**src/rtl/pipe_sel_mux_pkg.sv**
```systemverilog
// Shared types for the registered operand-select stage: held-beat state,
// select-width helper and the beat record at the default 8-bit/2-source size.
package pipe_sel_mux_pkg;

  // Number of beats held by the stage (skid build); single-slot uses EMPTY/ONE only.
  typedef enum logic [1:0] {
    EMPTY = 2'd0,
    ONE   = 2'd1,
    FULL  = 2'd2
  } state_t;

  // Select width for n sources, never narrower than one bit.
  function automatic int sel_w(input int n);
    return (n <= 2) ? 1 : $clog2(n);
  endfunction

  localparam int DEF_WIDTH  = 8;
  localparam int DEF_NUM_IN = 2;

  // Beat at the default configuration; the top builds the same layout at its own widths.
  typedef struct packed {
    logic [DEF_WIDTH-1:0]           data;
    logic [sel_w(DEF_NUM_IN)-1:0]   sel;
    logic                           err;
  } beat_t;

endpackage

```
**src/rtl/pipe_sel_mux_slot.sv**
```systemverilog
// One beat register with load enable; cleared by synchronous active-low reset.
module pipe_sel_mux_slot
  import pipe_sel_mux_pkg::*;
#(
  parameter type BEAT_T = beat_t
) (
  input  logic  clk,
  input  logic  rst_n,
  input  logic  ld,
  input  BEAT_T d,
  output BEAT_T q
);

  // Hold the beat until the owner loads a new one.
  always_ff @(posedge clk) begin
    if (!rst_n)  q <= '0;
    else if (ld) q <= d;
  end

endmodule

```
**src/rtl/pipe_sel_mux.sv**
```systemverilog
// Registered N:1 operand select behind a valid/ready handshake.
// Out-of-range selects produce zero data, an err flag and bump a saturating counter.
// Build option: PIPE_SEL_MUX_SKID_EN adds a second (skid) slot so in_ready is a flop
// with no combinational path from out_ready; otherwise a single slot is used.
module pipe_sel_mux
  import pipe_sel_mux_pkg::*;
#(
  parameter int WIDTH     = 8,
  parameter int NUM_IN    = 2,
  parameter int SEL_W     = sel_w(NUM_IN),
  parameter int ERR_CNT_W = 8
) (
  input  logic                    clk,
  input  logic                    rst_n,
  input  logic [NUM_IN*WIDTH-1:0] in_data,
  input  logic [SEL_W-1:0]        in_sel,
  input  logic                    in_valid,
  output logic                    in_ready,
  output logic [WIDTH-1:0]        out_data,
  output logic [SEL_W-1:0]        out_sel,
  output logic                    out_err,
  output logic                    out_valid,
  input  logic                    out_ready,
  output logic [ERR_CNT_W-1:0]    err_cnt
);

  typedef struct packed {
    logic [WIDTH-1:0] data;
    logic [SEL_W-1:0] sel;
    logic             err;
  } beat_w_t;

  logic [NUM_IN-1:0][WIDTH-1:0] src;
  beat_w_t in_beat, out_d, out_q;
  logic    accept, emit, out_ld;

  assign src    = in_data;
  assign accept = in_valid & in_ready;
  assign emit   = out_valid & out_ready;

  // Decode select by equality match so an out-of-range index never reads X.
  always_comb begin
    in_beat.data = '0;
    in_beat.sel  = in_sel;
    in_beat.err  = 1'b1;
    for (int k = 0; k < NUM_IN; k++) begin
      if (in_sel == SEL_W'(k)) begin
        in_beat.data = src[k];
        in_beat.err  = 1'b0;
      end
    end
  end

`ifdef PIPE_SEL_MUX_SKID_EN
  state_t  state, state_nxt;
  logic    in_ready_q, skid_ld;
  beat_w_t skid_q;

  // in_ready_q idles high through reset so the first post-reset cycle can accept;
  // gating with rst_n keeps in_ready low while reset is asserted.
  assign in_ready  = in_ready_q & rst_n;
  assign out_valid = (state != EMPTY);

  // Output reloads when empty, on a pass-through, or from the skid when draining FULL.
  assign out_ld  = (accept & (~out_valid | emit)) | ((state == FULL) & emit);
  assign skid_ld = accept & out_valid & ~emit;
  assign out_d   = (state == FULL) ? skid_q : in_beat;

  // Track how many beats are held.
  always_comb begin
    state_nxt = state;
    case (state)
      EMPTY:   if (accept) state_nxt = ONE;
      ONE: begin
        if (accept && !emit)      state_nxt = FULL;
        else if (emit && !accept) state_nxt = EMPTY;
      end
      FULL:    if (emit) state_nxt = ONE;
      default: state_nxt = EMPTY;
    endcase
  end

  // State and registered ready.
  always_ff @(posedge clk) begin
    if (!rst_n) begin
      state      <= EMPTY;
      in_ready_q <= 1'b1;
    end else begin
      state      <= state_nxt;
      in_ready_q <= (state_nxt != FULL);
    end
  end

  pipe_sel_mux_slot #(.BEAT_T(beat_w_t)) u_skid (
    .clk   (clk),
    .rst_n (rst_n),
    .ld    (skid_ld),
    .d     (in_beat),
    .q     (skid_q)
  );
`else
  logic out_valid_q;

  // Ready whenever the slot is empty or draining this cycle.
  assign in_ready  = rst_n & (~out_valid_q | out_ready);
  assign out_valid = out_valid_q;
  assign out_ld    = accept;
  assign out_d     = in_beat;

  // Valid sets on accept, clears on emit without a refill.
  always_ff @(posedge clk) begin
    if (!rst_n)      out_valid_q <= 1'b0;
    else if (accept) out_valid_q <= 1'b1;
    else if (emit)   out_valid_q <= 1'b0;
  end
`endif

  pipe_sel_mux_slot #(.BEAT_T(beat_w_t)) u_out (
    .clk   (clk),
    .rst_n (rst_n),
    .ld    (out_ld),
    .d     (out_d),
    .q     (out_q)
  );

  assign out_data = out_q.data;
  assign out_sel  = out_q.sel;
  assign out_err  = out_q.err;

  // Count accepted out-of-range beats, sticking at all-ones.
  always_ff @(posedge clk) begin
    if (!rst_n)
      err_cnt <= '0;
    else if (accept && in_beat.err && (err_cnt != {ERR_CNT_W{1'b1}}))
      err_cnt <= err_cnt + ERR_CNT_W'(1);
  end

endmodule

```
**config.mk**
```make
export PLATFORM = sky130hd
export DESIGN_NAME = pipe_sel_mux
export DESIGN_NICKNAME = d
export VERILOG_FILES = /design/src/rtl/pipe_sel_mux_pkg.sv /design/src/rtl/pipe_sel_mux_slot.sv /design/src/rtl/pipe_sel_mux.sv
export SDC_FILE = /design/constraint.sdc
export NUM_CORES = 1
export LEC_CHECK = 0
export ABC_CLOCK_PERIOD_IN_PS = 1000
export BUFFER_PORTS_ARGS = -buffer_cell sky130_fd_sc_hd__buf_2
export CORE_MARGIN = 2
export CORE_UTILIZATION = 35
export DETAILED_ROUTE_END_ITERATION = 16
export PLACE_DENSITY = 0.74
export SYNTH_ARGS = -nofsm -noshare
export SYNTH_HDL_FRONTEND = slang
export SYNTH_SLANG_ARGS = --single-unit
```
**constraint.sdc**
```tcl
create_clock -name clk -period 1 [get_ports clk]
set_input_delay 0.2 -clock clk [delete_from_list [all_inputs] [get_ports clk]]
set_output_delay 0.2 -clock clk [all_outputs]
set_load 0.01 [all_outputs]
```
### After elaboration in Yosys (flattened, before gate mapping)

Index checks and enable logic that the tools add are counted.

* mux-type cells: 3
* bitwise logic cells: 5
* reduce and logical (&&, ||, !) cells: 1

Operator list (number)
* $mux 8: 1
* $and 1x1->1: 3
* $mux 1: 2
* $reduce_bool 2->1: 1
* $not 1->1: 1
* $or 1x1->1: 1

* register bits: 10
* output and inout bits: 20

### Longest topological paths before layout

Gate-level depths: netlist (run 1).

* depth in word-level cells: 5
* mapped depth: 4

### By module

From an unflattened synthesis (run 1), not the netlist that was laid out.

* cells, all modules: 55
* area, all modules: 619.3 µm²

Modules (own cells, without submodules)
* pipe_sel_mux_slot: times used 1, cells an instance 31, area an instance 374.1 µm², sequential area each 200.2 µm²
* pipe_sel_mux: times used 1, cells an instance 24, area an instance 245.2 µm², sequential area each 20.0 µm²

### Worst setup path before layout (run 1)

OpenSTA, ideal clock, no wires.

* path type: register to register
* start point: register out_valid_q, in the netlist out_valid
* end point: register u_out.q[2] (netlist bit)
* data arrival time: 0.909 ns
* required time: 0.884 ns
* path slack: -0.025 ns
* stages on the path, launching flop included: 5
* period minus slack after synthesis: 1.025 ns
* cells stage by stage: dfxtp_1 nand2b_4 and2_4 buf_6 o211a_1

* longest elaborated chain between the ends: 4

Ends and longest elaborated chain
* from (decl): line pipe_sel_mux.sv:102 `logic out_valid_q;`
* from (signal assigned): line pipe_sel_mux.sv:112 `if (!rst_n) out_valid_q <= 1'b0;`
* from (signal assigned): line pipe_sel_mux.sv:113 `else if (accept) out_valid_q <= 1'b1;`
* from (signal assigned): line pipe_sel_mux.sv:114 `else if (emit) out_valid_q <= 1'b0;`
* $not 1->1: line pipe_sel_mux.sv:105 `assign in_ready = rst_n & (~out_valid_q | out_ready);`
* $or 1x1->1: line pipe_sel_mux.sv:105
* $and 1x1->1: line pipe_sel_mux.sv:105
* $and 1x1->1: line pipe_sel_mux.sv:38 `assign accept = in_valid & in_ready;`
* to (signal assigned): line pipe_sel_mux_slot.sv:16 `if (!rst_n) q <= '0;`
* to (signal assigned): line pipe_sel_mux_slot.sv:17 `else if (ld) q <= d;`
* to (decl): line pipe_sel_mux_slot.sv:11 `output BEAT_T q`

No other way between the ends.
A chain may end at the register's enable or synchronous reset.

### Final worst setup path (run 1)

* start point: register out_valid_q, in the netlist out_valid
* end point: output port in_ready

* longest elaborated chain between the ends: 3

Ends and longest elaborated chain
* $not 1->1: line pipe_sel_mux.sv:105
* $or 1x1->1: line pipe_sel_mux.sv:105
* $and 1x1->1: line pipe_sel_mux.sv:105
* to (decl): line pipe_sel_mux.sv:18 `output logic in_ready,`

No other way between the ends.

==> results of run 1 <==
-- metal layers --
metal  global-route usage, %  up-vias
li1                        -      255
met1                   14.00      222
met2                   20.59       28
met3                   4.082        0
met4                   3.636        0
met5                       0        -
-- repair_timing --
item | 4_1_cts | 5_1_grt
setup buffers | 1 | 0
endpoints found under the setup margin | 1 | 9
gates resized for setup | 2 | 1
hold endpoints to repair | 0 | 0
cloned | 0 | 1
pin swaps | 1 | 0
-- cells in the mapped netlist --
library cell               number
sky130_fd_sc_hd__mux2i_1        9
sky130_fd_sc_hd__conb_1         1
sky130_fd_sc_hd__nand3_1        8
sky130_fd_sc_hd__and2_1         1
sky130_fd_sc_hd__and2_4         1
sky130_fd_sc_hd__clkbuf_1       1
sky130_fd_sc_hd__a21boi_1       1
sky130_fd_sc_hd__nand2_1        2
sky130_fd_sc_hd__inv_1          1
sky130_fd_sc_hd__dfxtp_1       10
sky130_fd_sc_hd__o211a_1        8
sky130_fd_sc_hd__buf_2          1
sky130_fd_sc_hd__buf_6          2
sky130_fd_sc_hd__nand2b_4       1
sky130_fd_sc_hd__buf_4         10
-- final cells by class --
cell class	count	area, um^2
Fill cell	138	760.7
Multi-Input combinational cell	41	299.0
Sequential cell	10	201.4
Timing Repair Buffer	36	198.9
Clock buffer	3	22.52
Tap cell	16	20.02
Inverter	1	3.754
-- how the worst min path moves through the flow --
stage	to	slack, ns	cells after the start
final	out_valid$_SDFFE_PN0P_	0.22	3
after global routing	out_valid$_SDFFE_PN0P_	0.24	3
after CTS	out_valid$_SDFFE_PN0P_	0.21	3
after detailed placement	u_out.q[1]$_SDFFE_PN0P_	0.44	2
after global placement	u_out.q[1]$_SDFFE_PN0P_	0.45	2
after floorplan	u_out.q[1]$_SDFFE_PN0P_	0.35	2
-- kinds of logic after synthesis --
| kind of cell | synth area share (%) |
|---|---|
| compound gates | 15.42 |
| flops | 35.24 |
| other cells | 0.6602 |
| simple gates | 13.44 |
| mux | 15.86 |
| buf+inv | 19.38 |
-- placed cells by master, fill, tap and decap left out --
master	n
sky130_fd_sc_hd__a21boi_1	1
sky130_fd_sc_hd__and2_4	3
sky130_fd_sc_hd__buf_2	30
sky130_fd_sc_hd__buf_4	5
sky130_fd_sc_hd__buf_6	1
sky130_fd_sc_hd__clkbuf_4	3
sky130_fd_sc_hd__conb_1	9
sky130_fd_sc_hd__dfxtp_1	9
sky130_fd_sc_hd__dfxtp_2	1
sky130_fd_sc_hd__inv_1	1
sky130_fd_sc_hd__mux2i_1	9
sky130_fd_sc_hd__nand2_1	2
sky130_fd_sc_hd__nand2b_4	1
sky130_fd_sc_hd__nand3_1	8
sky130_fd_sc_hd__o211a_1	8
-- through the flow --
step           setup TNS, ns  cells  util (%)  total power, uW
2_1_floorplan              0     65         -            617.1
3_5_place_dp               0    102     46.35            672.4
5_1_grt              -0.4930    107     49.50            992.8
6_report             -0.2149    107     49.50            949.8
3_3_place_gp               0    102     46.35            670.2
4_1_cts              -0.3703    106     48.92            951.2
-- registers in the layout (all words and copies together), names as in the netlist --
name,flops
u_out.q,9
out_valid,1
-- tightest hold or removal path, cell delays in order --
cell and delay, ns:
sky130_fd_sc_hd__buf_2 0.14, sky130_fd_sc_hd__inv_1 0.05, sky130_fd_sc_hd__a21boi_1 0.05
-- power by group --
| part | internal, uW | switching [uW] | total, uW |
|---|---|---|---|
| Clock | 139 | 135 | 273 |
| Sequential | 431 | 15.5 | 446 |
| Combinational | 121 | 109 | 230 |
==> flow_summary.yaml, run 1 <==
worst_setup_path:
  timing.critical_path.buf_inv: 1
  r2r-start: "out_valid$_SDFFE_PN0P_"
  critical_path.endpoint: "in_ready"
  reg2regPathDepth: 4
  startpoint: "out_valid$_SDFFE_PN0P_"
  crit_path_end_kind: "output port"
  timing.critical_path.cells: "nand2b_4, and2_4, buf_6"
  cp-start-kind: "flip-flop"
  crit_path_kind: "reg -> out"
  arrival_ns: 0.91
  worst_path_largest_cell_delay_ns: 0.35
  critPathMaxFanout: 2
  timing.rr.end: "u_out.q[4]$_SDFFE_PN0P_"
  crit_slowest_cell: "sky130_fd_sc_hd__dfxtp_2"
  worstSetupPathDepth: 3
  critPathTopFamily: "flip-flops"
  worst_ep_required_time_ns: 0.80
  timing.reg2reg.setup_slack_ns: -0.02
power:
  power_per_cell_area_mw_per_mm2: 1274
  vdd_drop_max_mv: 0.8282
  total_leakage_power_uw: 0.0004731
job:
  timing.max_cap.violations: 0
place:
  placement.setup.worst_slack_ns: 0.004517
  placement.io_buffers: 31
  dpl_cell_area_um2: 698.2
  gp_congestion: 0.6669
  place_hpwl_um: 856.3
min_path:
  holdCritStartpoint: "in_valid"
  min-delay-path-class: "in -> reg"
timing:
  finalSetupViolCount: 9
  rsz_0062_raised_after_global_routing: "true"
  f_max_mhz: 900.4
  max_slew_violation_count: 0
  post-route-worst-setup-slack_ns: -0.1106
  hold_ws_ns: 0.2153
  clock-skew-final_ns: 0.004241
  layout_min_cycle_time_ns: 1.111
  finalCritPeriodShare_pct: 111.1
  hold_violations: 0
outcome:
  failed_checks: "setup timing"
  outcome: "finished with violations"
route:
  total_routed_length_mm: 1.121
  routedLengthMet1_um: 487
  vias_per_cell: 4.720
  firstDrtPassIters: 4
  wl_met2_um: 507
  met3_wirelength_um: 126
  detail_route.iter0.violations: 7
  ant_nets: 0
  vias: 505
  wl_per_cell_um: 10.48
  drcViolationCount: 0
  top_signal_layer_used: "met3"
synthesis:
  synth-seq-area-share_pct: 35.24
  number_of_different_library_cells_in_the_post_synthesis_netlist: 15
  synth.top_cell.area_share_pct: 35.24
  yosys_warnings: 0
  yosys-top-cells-area: "sky130_fd_sc_hd__dfxtp_1 35%, sky130_fd_sc_hd__mux2i_1 16%, sky130_fd_sc_hd__o211a_1 14%"
  postSynthRegisterBits: 10
  synth.largest_area_cell: "sky130_fd_sc_hd__dfxtp_1"
  syn_avg_cell_area_um2: 9.966
  syn_area_um2: 568.0
  synth_cells: 57
global_route:
  antenna_violations_before_repair: 0
  grt_pass1_wl_mm: 1.773
  global_route.usage.total_pct: 11.98
  maximum_number_of_pins_on_one_net_before_global_route_repair: 12
  grt.overflow.total: 0
  first_global_vias: 447
clocking:
  cts.root.buffer_cell: "sky130_fd_sc_hd__clkbuf_4"
  cts_max_path_buffers: 2
  cts_tree: "built"
  tritoncts.num_buffers: 3
  clkSinkCount: 10
  hold_buffers: 0
  cts.reportedPaths.clkPinSlew_ns: 0.07
  clk-insertion-delay-late_ns: 0.26
  cts-htree-levels: 1
die:
  floorplan.initialDensity_pct: 37.71
  placement_rows: 14
  die-area_mm2: 0.001961
  design.portCount: 41
  core_area_mm2: 0.001506
  die_h_um: 44.29
  die_width_um: 44.29
cells_and_area:
  layout-drive-gt1-share_pct: 48.35
  antenna_cells_inserted: 0
  area_delta_synth_final_pct: 31.28
  finish.instance_area_um2: 745.7
  nNetsFinal: 114
No activity file was read; power rests on OpenSTA's default activity.
==> run 2: changes to the inputs <==
CAP_MARGIN = 20   (was default)
PLACE_DENSITY = default   (was 0.74)
PLACE_DENSITY_LB_ADDON = 0.15   (was default)
==> run 2 against run 1 <==
  * The flow still finishes with violations (setup timing)
  * Routed wire length is 11% higher
  * Non-clock buffer count shrank 1
  * Total power increased by 11%
  * Core utilization up 0.66 points
  * Via count down 1.6%
  * Die area stayed put
  * Worst hold slack gained 0.077 ns
  * Sequential power hardly changed
  * Final cell count did not move
  * Critical path type unchanged
==> flow_summary.yaml, run 2 (synthesized netlist as in run 1, its figures left out) <==
outcome:
  outcome: "finished with violations"
  failed_checks: "setup timing"
timing:
  rsz_0062_raised_after_global_routing: "true"
  totalNegativeSetupSlack_ns: -0.2775
  f_max_mhz: 894.3
  clock-skew-final_ns: 0.002871
  finalCritPeriodShare_pct: 111.8
  hold_violations: 0
  post-route-worst-setup-slack_ns: -0.1182
  finalSetupViolCount: 9
  max_slew_violation_count: 0
  layout_min_cycle_time_ns: 1.118
cells_and_area:
  multi_input_area_um2: 299.0
  fill_cells: 162
  seq_area_um2: 201.4
  layout_common_cells: "30 x sky130_fd_sc_hd__buf_2, 9 x sky130_fd_sc_hd__mux2i_1, 9 x sky130_fd_sc_hd__conb_1, 9 x sky130_fd_sc_hd__dfxtp_1"
  layout-drive-gt1-share_pct: 48.35
  largest_register_by_flop_count: "u_out.q"
  final_common_cell: "sky130_fd_sc_hd__buf_2"
  largest_register_ff_count: 9
  stdcell_count: 107
  area_delta_synth_final_pct: 33.04
  nNetsFinal: 113
  antenna_cells_inserted: 0
clocking:
  clk-insertion-delay-late_ns: 0.27
  tritoncts.num_buffers: 3
  cts-htree-levels: 1
  cts.root.buffer_cell: "sky130_fd_sc_hd__clkbuf_4"
  cts_max_path_buffers: 2
  clkSinkCount: 10
  hold_buffers: 0
  cts_tree: "built"
  cts.reportedPaths.clkPinSlew_ns: 0.07
route:
  firstDrtPassIters: 2
  vias: 497
  wl_per_cell_um: 11.62
  ant_nets: 0
  drcViolationCount: 0
  detail_route.iter0.violations: 1
  total_routed_length_mm: 1.243
  vias_per_cell: 4.645
die:
  die_width_um: 44.29
  floorplan.initialDensity_pct: 37.71
  design.portCount: 41
  die-area_mm2: 0.001961
  placement_rows: 14
  die_h_um: 44.29
  core_area_mm2: 0.001506
worst_setup_path:
  reg2regPathDepth: 4
  crit_path_kind: "reg -> out"
  worst_ep_required_time_ns: 0.80
  arrival_ns: 0.92
  cp-start-kind: "flip-flop"
  critPathMaxFanout: 2
  timing.reg2reg.setup_slack_ns: -0.03
  timing.rr.end: "u_out.q[9]$_SDFFE_PN0P_"
  r2r-start: "out_valid$_SDFFE_PN0P_"
  crit_path_end_kind: "output port"
power:
  power_per_cell_area_mw_per_mm2: 1389
  vdd_drop_max_mv: 0.8386
  total_leakage_power_uw: 0.0004776
job:
  timing.max_cap.violations: 0
place:
  gp_congestion: 0.6389
  numPlacedInstances: 101
  place_hpwl_um: 895.4
  placement.io_buffers: 31
global_route:
  first_global_vias: 461
  global_route.usage.total_pct: 13.92
  grt_pass1_wl_mm: 1.938
  grt.overflow.total: 0
  antenna_violations_before_repair: 0
  maximum_number_of_pins_on_one_net_before_global_route_repair: 12
min_path:
  worstHoldPathCells: 4
  min-delay-path-class: "in -> reg"
  holdCritStartpoint: "in_data[4]"
  worstHoldEndpoint: "u_out.q[6]$_SDFFE_PN0P_"
run 2: worst max-delay path: stages (launching register included):
cell and delay (ns):
sky130_fd_sc_hd__dfxtp_2 0.35, sky130_fd_sc_hd__nand2b_4 0.05, sky130_fd_sc_hd__and2_4 0.13, sky130_fd_sc_hd__buf_6 0.11
run 2: worst max path at each step:
stage,from,endpoint,slack (ns)
6_report,out_valid$_SDFFE_PN0P_,in_ready,-0.12
5_1_grt,out_valid$_SDFFE_PN0P_,in_ready,-0.15
4_1_cts,out_valid$_SDFFE_PN0P_,in_ready,-0.13
3_5_place_dp,in_sel,u_out.q[3]$_SDFFE_PN0P_,-0.02
3_3_place_gp,in_sel,u_out.q[7]$_SDFFE_PN0P_,0.02
2_1_floorplan,out_valid$_SDFFE_PN0P_,u_out.q[2]$_SDFFE_PN0P_,0.03
run 2: layout make-up:
| class | count | share of cell area, % |
|---|---|---|
| repair buffers | 35 | 25.83 |
| well taps | 16 | 2.649 |
| inverters | 1 | 0.4967 |
| clock buffers | 4 | 4.801 |
| multi-input cells | 41 | 39.57 |
| flip-flops and latches | 10 | 26.66 |
run 2: metal layers:
| layer | up-vias | track usage [%] | part of all wire (%) |
|---|---|---|---|
| met5 | - | 0 | 0 |
| met4 | 0 | 7.273 | 0 |
| met3 | 0 | 4.898 | 8.8 |
| met2 | 27 | 20.59 | 45 |
| met1 | 221 | 17.75 | 46 |
| li1 | 249 | - | - |
run 2: through the flow:
stage	util (%)	total power, uW	area [um^2]	setup WS [ns]	hold slack, ns
5_1_grt	50.17	1102	755.7	-0.1489	0.3157
3_3_place_gp	45.85	670.5	690.7	0.01723	0.4438
3_5_place_dp	45.85	673.1	690.7	-0.02040	0.4469
2_1_floorplan	-	617.1	599.3	0.02611	0.3499
4_1_cts	49.34	1061	743.2	-0.1281	0.2821
6_report	50.17	1050	755.7	-0.1182	0.2921
run 2: timing repair:
action | in CTS | in global routing
pin swaps | 1 | 0
endpoints found under the setup margin | 1 | 9
buffers inserted | 1 | 0
resized for setup | 2 | 2
gates cloned | 0 | 1
run 2: report_power, final:
part | switching (uW) | internal [uW] | leakage [uW] | total [uW]
clock network | 152 | 221 | 0.0000210 | 373
registers | 14.7 | 430 | 0.0000833 | 445
logic | 112 | 120 | 0.000373 | 232
total | 279 | 771 | 0.000478 | 1050
==> run 3: changes to the inputs <==
CORE_ASPECT_RATIO = 1.25   (was default)
==> run 3 against run 2 <==
  * The run still ends with setup timing left
  * Maximum frequency rose by 1.4%
  * Final cell count rose by 1.9%
  * Core utilization fell by 1.6 points
  * Die area rose by 0.11%
  * Clock-buffer cell count fell by 1
  * Worst hold slack improved by 0.0060 ns
  * Clock skew fell by 0.0018 ns
  * Non-clock buffer count rose by 1
  * Sequential power barely moved
  * Total power fell by 10%
  * First-iteration DRC count rose to 3.0 times the previous value
  * Critical path depth did not move
  * Critical path type unchanged
  * Critical endpoint unchanged
  * Largest cell class unchanged
  * Largest power group unchanged
==> flow_summary.yaml, run 3 (synthesized netlist as in run 1, its figures left out) <==
place:
  numPlacedInstances: 104
  place_hpwl_um: 874
  placement.io_buffers: 31
  gp_congestion: 0.7063
  placement.setup.worst_slack_ns: -0.03110
outcome:
  failed_checks: "setup timing"
  outcome: "finished with violations"
worst_setup_path:
  cp-start-kind: "flip-flop"
  critPathMaxFanout: 2
  crit_slowest_cell: "sky130_fd_sc_hd__dfxtp_2"
  crit_path_kind: "reg -> out"
  reg2regPathDepth: 4
  arrival_ns: 0.90
  crit_path_end_kind: "output port"
  timing.critical_path.cells: "nand2b_4, and2_4, buf_6"
  worst_ep_required_time_ns: 0.80
  worst_path_largest_cell_delay_ns: 0.35
route:
  vias_per_cell: 4.569
  firstDrtPassIters: 2
  vias: 498
  total_routed_length_mm: 1.118
  ant_nets: 0
  detail_route.iter0.violations: 3
  drcViolationCount: 0
  wl_per_cell_um: 10.26
power:
  total_power_uw: 945.0
  vdd_drop_max_mv: 0.5237
  power_per_cell_area_mw_per_mm2: 1263
  total_leakage_power_uw: 0.0004731
die:
  core_area_mm2: 0.001541
  design.portCount: 41
  die-area_mm2: 0.001963
  placement_rows: 16
  floorplan.initialDensity_pct: 36.85
  die_h_um: 49.04
  die_width_um: 40.04
clocking:
  clkSinkCount: 10
  cts.root.buffer_cell: "sky130_fd_sc_hd__clkbuf_4"
  cts.reportedPaths.clkPinSlew_ns: 0.06
  cts_tree: "built"
  tritoncts.num_buffers: 3
  clk-insertion-delay-late_ns: 0.26
  cts_max_path_buffers: 2
  cts-htree-levels: 1
timing:
  finalSetupViolCount: 9
  max_slew_violation_count: 0
  totalNegativeSetupSlack_ns: -0.2043
  rsz_0062_raised_after_global_routing: "true"
  f_max_mhz: 906.7
  layout_min_cycle_time_ns: 1.103
  clock-skew-final_ns: 0.001108
  hold_violations: 0
  post-route-worst-setup-slack_ns: -0.1030
  finalCritPeriodShare_pct: 110.3
cells_and_area:
  multi_input_area_um2: 299.0
  layout_common_cells: "30 x sky130_fd_sc_hd__buf_2, 9 x sky130_fd_sc_hd__mux2i_1, 9 x sky130_fd_sc_hd__conb_1, 9 x sky130_fd_sc_hd__dfxtp_1"
  layout-drive-gt1-share_pct: 48.35
  seq_area_um2: 201.4
  largest_register_by_flop_count: "u_out.q"
  area_delta_synth_final_pct: 31.72
  stdcell_count: 109
  largest_register_ff_count: 9
  nNetsFinal: 114
  antenna_cells_inserted: 0
  fill_cells: 166
  final_common_cell: "sky130_fd_sc_hd__buf_2"
global_route:
  antenna_violations_before_repair: 0
  first_global_vias: 455
  grt.overflow.total: 0
  global_route.usage.total_pct: 13.90
  grt_pass1_wl_mm: 1.849
  maximum_number_of_pins_on_one_net_before_global_route_repair: 12
min_path:
  worstHoldPathCells: 4
  min-delay-path-class: "in -> reg"
job:
  timing.max_cap.violations: 0
==> run 3: changes by cell type in the layout (fill, tap and decap cells not counted), sizes merged <==
cell    previous run  this run
buf               35        36
clkbuf             4         3
==> run 3: area by class of cell <==
class	instances	share of cell area (%)
repair buffers	36	26.59
well taps	18	3.010
multi-input cells	41	39.97
clock buffers	3	3.010
flip-flops and latches	10	26.92
inverters	1	0.5017
==> run 3: path summary, 6_finish.rpt <==
path                            slack (ns)                     from                      end
worst min register to register        0.46  u_out.q[1]$_SDFFE_PN0P_  u_out.q[1]$_SDFFE_PN0P_
worst max register to register       -0.02   out_valid$_SDFFE_PN0P_  u_out.q[9]$_SDFFE_PN0P_
worst max-delay path                 -0.10   out_valid$_SDFFE_PN0P_                 in_ready
worst min-delay path                  0.30               in_data[5]  u_out.q[7]$_SDFFE_PN0P_
==> run 3: metal layers <==
layer,up-vias,GRT usage [%],share of wire (%)
met5,-,0,0
met4,0,10.34,3.8
met3,5,2.740,7.2
met2,24,19.89,50
met1,220,17.38,39
li1,249,-,-
==> run 3: timing repair <==
item,CTS,global route
hold buffers,0,0
setup endpoints to repair,1,10
buffers inserted,1,0
gates cloned,0,1
gates resized for setup,0,3
pin swaps,1,0
==> run 3: report_power, final <==
part	total [uW]	switching (uW)	leakage, uW	internal (uW)
Sequential	446	15.0	0.0000833	431
Combinational	229	108	0.000376	121
Clock	270	131	0.0000138	139
Total	945	255	0.000473	690
==> run 3: critical path: cells and delay by family, from the launching register on <==
family	cells	cell delay, ns
DFF	1	0.35
and+or+nand+nor	2	0.18
buffers and inverters	1	0.11
==> run 3: through the flow <==
stage / area (um^2) / util [%] / hold WS [ns]
after detailed placement: 700.7 / 45.45 / 0.4563
after CTS: 730.7 / 47.40 / 0.2954
after floorplan: 599.3 / - / 0.3499
after global placement: 700.7 / 45.45 / 0.4466
final: 748.2 / 48.54 / 0.2981
after global routing: 748.2 / 48.54 / 0.3135
